--- src/rtl/mdu_pkg.sv ---
// rtl/mdu_pkg.sv - shared funct3 codes, FSM encoding and operation classifiers for mdu_iter
package mdu_pkg;

   localparam logic [2:0] OP_MUL    = 3'b000;
   localparam logic [2:0] OP_MULH   = 3'b001;
   localparam logic [2:0] OP_MULHSU = 3'b010;
   localparam logic [2:0] OP_MULHU  = 3'b011;
   localparam logic [2:0] OP_DIV    = 3'b100;
   localparam logic [2:0] OP_DIVU   = 3'b101;
   localparam logic [2:0] OP_REM    = 3'b110;
   localparam logic [2:0] OP_REMU   = 3'b111;

   typedef enum logic [1:0] {
      ST_IDLE = 2'd0,
      ST_CALC = 2'd1,
      ST_DONE = 2'd2
   } state_e;

   function automatic logic is_div(input logic [2:0] op);
      return op[2];
   endfunction

   function automatic logic is_signed_a(input logic [2:0] op);
      return (op == OP_MUL) || (op == OP_MULH) || (op == OP_MULHSU) ||
             (op == OP_DIV) || (op == OP_REM);
   endfunction

   function automatic logic is_signed_b(input logic [2:0] op);
      return (op == OP_MUL) || (op == OP_MULH) || (op == OP_DIV) || (op == OP_REM);
   endfunction

endpackage

--- src/rtl/mdu_iter_dp.sv ---
// rtl/mdu_iter_dp.sv - one radix-2 iteration: shift-add multiply or restoring divide step
// {hi,lo} is the product register for multiply and {remainder,quotient} for divide.
module mdu_iter_dp #(
   parameter int XLEN = 32
) (
   input  logic            div_i,
   input  logic [XLEN-1:0] hi_i,
   input  logic [XLEN-1:0] lo_i,
   input  logic [XLEN-1:0] opnd_i,
   output logic [XLEN-1:0] hi_o,
   output logic [XLEN-1:0] lo_o
);

   logic [XLEN:0] sum;
   logic [XLEN:0] shifted;
   logic [XLEN:0] diff;

   always_comb begin
      sum     = {1'b0, hi_i} + (lo_i[0] ? {1'b0, opnd_i} : '0);
      shifted = {hi_i, lo_i[XLEN-1]};
      diff    = shifted - {1'b0, opnd_i};
      hi_o    = sum[XLEN:1];
      lo_o    = {sum[0], lo_i[XLEN-1:1]};
      if (div_i) begin
         // remainder < divisor keeps a non-negative difference below 2^XLEN,
         // so the top bit alone signals a borrow
         if (!diff[XLEN]) begin
            hi_o = diff[XLEN-1:0];
            lo_o = {lo_i[XLEN-2:0], 1'b1};
         end else begin
            hi_o = shifted[XLEN-1:0];
            lo_o = {lo_i[XLEN-2:0], 1'b0};
         end
      end
   end

endmodule

--- src/rtl/mdu_iter.sv ---
// rtl/mdu_iter.sv - iterative RV32M multiply/divide unit with valid/ready handshakes and tag
// Operands are reduced to magnitudes on accept; sign is restored on the final step.
module mdu_iter
   import mdu_pkg::*;
#(
   parameter int XLEN  = 32,
   parameter int TAG_W = 5
) (
   input  logic             clk_i,
   input  logic             rst_ni,
   input  logic             in_valid_i,
   output logic             in_ready_o,
   input  logic [2:0]       op_i,
   input  logic [XLEN-1:0]  a_i,
   input  logic [XLEN-1:0]  b_i,
   input  logic [TAG_W-1:0] tag_in_i,
   input  logic             kill_i,
   output logic             out_valid_o,
   input  logic             out_ready_i,
   output logic [XLEN-1:0]  result_o,
   output logic [TAG_W-1:0] tag_out_o,
   output logic             busy_o
);

   localparam int CNT_W = $clog2(XLEN);
   localparam logic [CNT_W-1:0] CNT_LAST = CNT_W'(XLEN - 1);
   localparam logic [XLEN-1:0]  SMIN     = {1'b1, {(XLEN-1){1'b0}}};

   state_e           state_q, state_d;
   logic [CNT_W-1:0] cnt_q, cnt_d;
   logic [2:0]       op_q, op_d;
   logic [TAG_W-1:0] tag_q, tag_d;
   logic             neg_q, neg_d;
   logic [XLEN-1:0]  opnd_q, opnd_d;
   logic [XLEN-1:0]  hi_q, hi_d;
   logic [XLEN-1:0]  lo_q, lo_d;
   logic [XLEN-1:0]  result_q, result_d;

   logic [XLEN-1:0]   hi_nxt, lo_nxt;
   logic              a_neg, b_neg, b_zero, ovf, fast;
   logic [XLEN-1:0]   a_mag, b_mag, fast_res;
   logic [2*XLEN-1:0] prod, prod_fix;
   logic [XLEN-1:0]   div_sel, div_fix, final_res;

   mdu_iter_dp #(.XLEN(XLEN)) u_dp (
      .div_i  (is_div(op_q)),
      .hi_i   (hi_q),
      .lo_i   (lo_q),
      .opnd_i (opnd_q),
      .hi_o   (hi_nxt),
      .lo_o   (lo_nxt)
   );

   always_comb begin
      a_neg  = is_signed_a(op_i) && a_i[XLEN-1];
      b_neg  = is_signed_b(op_i) && b_i[XLEN-1];
      a_mag  = a_neg ? -a_i : a_i;
      b_mag  = b_neg ? -b_i : b_i;
      b_zero = (b_i == '0);
      ovf    = ((op_i == OP_DIV) || (op_i == OP_REM)) && (a_i == SMIN) && (b_i == '1);
      fast   = is_div(op_i) && (b_zero || ovf);
      if (b_zero) fast_res = op_i[1] ? a_i : '1;
      else        fast_res = op_i[1] ? '0  : a_i;
   end

   // Sign fix-up on the value the last iteration is about to produce
   always_comb begin
      prod      = {hi_nxt, lo_nxt};
      prod_fix  = neg_q ? -prod : prod;
      div_sel   = op_q[1] ? hi_nxt : lo_nxt;
      div_fix   = neg_q ? -div_sel : div_sel;
      if (is_div(op_q))        final_res = div_fix;
      else if (op_q == OP_MUL) final_res = prod_fix[XLEN-1:0];
      else                     final_res = prod_fix[2*XLEN-1:XLEN];
   end

   always_comb begin
      state_d  = state_q;
      cnt_d    = cnt_q;
      op_d     = op_q;
      tag_d    = tag_q;
      neg_d    = neg_q;
      opnd_d   = opnd_q;
      hi_d     = hi_q;
      lo_d     = lo_q;
      result_d = result_q;
      case (state_q)
         ST_IDLE: begin
            if (in_valid_i && !kill_i) begin
               op_d  = op_i;
               tag_d = tag_in_i;
               cnt_d = '0;
               hi_d  = '0;
               if (is_div(op_i)) begin
                  lo_d   = a_mag;
                  opnd_d = b_mag;
                  neg_d  = op_i[1] ? a_neg : (a_neg ^ b_neg);
               end else begin
                  lo_d   = b_mag;
                  opnd_d = a_mag;
                  neg_d  = a_neg ^ b_neg;
               end
               if (fast) begin
                  result_d = fast_res;
                  state_d  = ST_DONE;
               end else begin
                  state_d  = ST_CALC;
               end
            end
         end
         ST_CALC: begin
            if (kill_i) begin
               state_d = ST_IDLE;
            end else begin
               hi_d  = hi_nxt;
               lo_d  = lo_nxt;
               cnt_d = cnt_q + CNT_W'(1);
               if (cnt_q == CNT_LAST) begin
                  result_d = final_res;
                  state_d  = ST_DONE;
               end
            end
         end
         ST_DONE: begin
            if (kill_i || out_ready_i) state_d = ST_IDLE;
         end
         default: state_d = ST_IDLE;
      endcase
   end

   always_ff @(posedge clk_i) begin
      if (!rst_ni) begin
         state_q  <= ST_IDLE;
         cnt_q    <= '0;
         op_q     <= '0;
         tag_q    <= '0;
         neg_q    <= 1'b0;
         opnd_q   <= '0;
         hi_q     <= '0;
         lo_q     <= '0;
         result_q <= '0;
      end else begin
         state_q  <= state_d;
         cnt_q    <= cnt_d;
         op_q     <= op_d;
         tag_q    <= tag_d;
         neg_q    <= neg_d;
         opnd_q   <= opnd_d;
         hi_q     <= hi_d;
         lo_q     <= lo_d;
         result_q <= result_d;
      end
   end

   assign in_ready_o  = (state_q == ST_IDLE);
   assign busy_o      = (state_q != ST_IDLE);
   assign out_valid_o = (state_q == ST_DONE);
   assign result_o    = result_q;
   assign tag_out_o   = tag_q;

endmodule
--- config.mk ---
export PLATFORM = sky130hd
export DESIGN_NAME = mdu_iter
export DESIGN_NICKNAME = d
export VERILOG_FILES = /design/src/rtl/mdu_pkg.sv /design/src/rtl/mdu_iter_dp.sv /design/src/rtl/mdu_iter.sv
export SDC_FILE = /design/constraint.sdc
export NUM_CORES = 1
export LEC_CHECK = 0
export CAP_MARGIN = 30
export CORE_MARGIN = 4
export CORE_UTILIZATION = 50
export DETAILED_ROUTE_END_ITERATION = 8
export PLACE_DENSITY = 0.8
export SLEW_MARGIN = 20
export SYNTH_ARGS = -nofsm -noshare
export SYNTH_HDL_FRONTEND = slang
export SYNTH_SLANG_ARGS = --single-unit
--- constraint.sdc ---
create_clock -name clk_i -period 9.3 [get_ports clk_i]
set_input_delay 2.325 -clock clk_i [delete_from_list [all_inputs] [get_ports clk_i]]
set_output_delay 2.325 -clock clk_i [all_outputs]
set_load 0.02 [all_outputs]
==> impl_metrics.toml <==
[cts]
root_buffer = "clkbuf_16"
cts_max_level = 4
post_cts_buffers = 0
cts.sinks = 144
ctsHoldBuffers = 0
insertion_delay_ns = 0.47
cts_made_buffers = 17
cts_tree = "done"
cts-resized-gates = 0
clockBufferDepth = 2
clk_pin_slew_ns = 0.07

[die]
initial_core_util = 0.512
std_cell_rows = 68
die_x_um = 197
die_h_um = 197
die_area_um2 = 38700
ios = 117
core_um2 = 34800

[synthesis]
yosysSeqAreaShare = 0.162
synth_edf_count = 0
ys_async_sr_fraction = 0
synth_area_leaders = "dfxtp_1, nand2_1, a21oi_1"
ys.flop_type = "dfxtp_1"
syn-num-nets = 2724
synth_area_um2 = 17800
ys_types = 111
synth_seq_cells = 144
synth_top_area_share = 0.162
yosysWarnings = 0
synth_cells = 2574
avgSynthCellArea_um2 = 6.92
synth_top_area_cell = "dfxtp_1"

[place]
place_area_um2 = 19200
port_buffers = 116
gp_congestion = 1.04
dp_hpwl_mm = 63.6

[timing]
rsz0062_at_grt = "no"
timing.hold.ws_ns = 0.460
max_freq_mhz = 145
worst_pin_slew_ns = 1.08
hold_viol_final = 0
relSlewSlack = 0.275
setup_tns_ns = 0
period_needed_ns = 6.91
skew_ns = 0.0128
slew_violations = 0
fin_crit_sh = 0.743
setup_viol = 0

[routing]
dr_total_vias = 21200
wl_per_cell_um = 27.1
wl_met3_mm = 9.30
wl_met2_mm = 34.2
drc = 0
dr.pass1.iters = 9
initialDrtViolationCount = 2899
ant_nets = 0
via_per_inst = 6.97
drt-total-wl_mm = 82.5
met1_length_mm = 33.3
top_layer = "met5"

[worst_setup_path]
worstPathMaxFanout = 11
cp-start-kind = "flop"
crit_arrival_ns = 7.26
crit_type = "flop to flop"
crit_required_ns = 9.66
end_kind = "flop"

[grt]
grt_usage = 0.411
first_global_vias = 19400
grt_pass1_wl_mm = 123
overflow = 0
grt_max_degree = 79
grt_antenna_before_repair = 5

[finish]
fillCellCount = 3410
final_area_um2 = 19700
area_delta_synth_final_pct = 10.8
final_cell_mix = "nand2_1, nor2_1, a21oi_1"
antenna_cells = 0
drive_above_1_share = 0.0669
nets = 2722
final_common_cell = "nand2_1"

[power]
power_density_nw_per_um2 = 189
power_mw = 3.73
worst_ir_drop_vdd_mv = 0.185
power.leakage_nw = 7.28

[outcome]
status = "finished clean"

[run]
max_cap_violations = 0

[min_path]
hold_class = "flop to flop"
## sequential cells by signal (all words and copies together), names as in the netlist
| name | cells |
|---|---|
| hi_q | 32 |
| state_q | 2 |
| tag_out_o | 5 |
| neg_q | 1 |
| lo_q | 32 |
| op_q | 3 |
| cnt_q | 5 |
| opnd_q | 32 |
| result_o | 32 |
## final timing paths
check	startpoint	end	slack, ns	depth (start not counted)
worst max-delay path	lo_q[31]	result_o[26]	2.39	24
worst min-delay path	tag_out_o[3]	tag_out_o[3]	0.46	2
worst max register to register	lo_q[31]	result_o[26]	2.39	24
worst min register to register	tag_out_o[3]	tag_out_o[3]	0.46	2
## routing by layer
metal	GRT usage	vias to the layer above
li1	-	9504
met1	0.558	9949
met2	0.609	1456
met3	0.0856	274
met4	0.229	8
met5	0	-
## stage by stage
| stage | util | instances | setup WS (ns) |
|---|---|---|---|
| after global routing | 0.567 | 3040 | 2.10 |
| after detailed placement | 0.550 | 3008 | 2.35 |
| final | 0.567 | 3040 | 2.39 |
| after CTS | 0.567 | 3040 | 2.56 |
| after floorplan | - | 2574 | 3.65 |
| after global placement | 0.550 | 3007 | 2.52 |
## power breakdown
group	internal (mW)	switching, mW	total (mW)
clock network	0.384	0.346	0.730
logic	0.703	1.50	2.20
registers	0.693	0.112	0.805
total	1.78	1.95	3.73
## cells in the mapped netlist (all sizes together) (31+ instances only)
master	instances
and2	54
nand2	309
clkbuf	130
mux2i	48
o21ai	181
o211ai	86
ha	71
or3	32
nor2	273
a21oi	222
nand4	31
a31oi	52
buf	47
inv	77
nor3	75
dfxtp	144
a211oi	49
xnor2	91
nand3	58
xor2	60
## cell families (layout without fill, tap and decap cells)
kind of cell	count (synthesis)	after routing	share of synthesized area
AO/OA/AOI/OAI	868	868	0.331
XOR/XNOR	151	151	0.0743
adder cells (fa/ha/maj)	96	96	0.0651
buffers and inverters	257	268	0.0583
flip-flops	144	144	0.162
multiplexers	63	63	0.0377
AND/OR/NAND/NOR	995	995	0.272
## worst max-delay path, stage by stage, from the launching register on
cell and delay [ns]:
dfxtp_1 0.43, inv_1 0.14, ha_1 0.23, inv_1 0.08, fa_1 0.25, a211oi_2 0.12, o211ai_2 0.28, a31oi_4 0.19
a211o_1 0.56, a21oi_4 0.23, nor3_1 0.07, buf_4 0.21, nor2_1 0.12, ha_1 0.19, o21ai_1 0.13, or2_2 0.40
or2_1 0.39, or2_0 0.30, a21o_1 0.20, or3_4 0.41, nand4bb_1 0.56, nor4_1 0.61, mux2i_1 0.24, nor3_1 0.06
o41ai_1 0.37
## cell type report
class,instances,area [um^2],share of cell area
well taps,455,569,0.0289
flip-flops and latches,144,2890,0.146
clock buffers,18,439,0.0223
clock inverters,14,140,0.00710
repair buffers,156,1480,0.0748
multi-input cells,2173,13900,0.705
inverters,80,302,0.0153
Power figures use the tool's default switching activity.
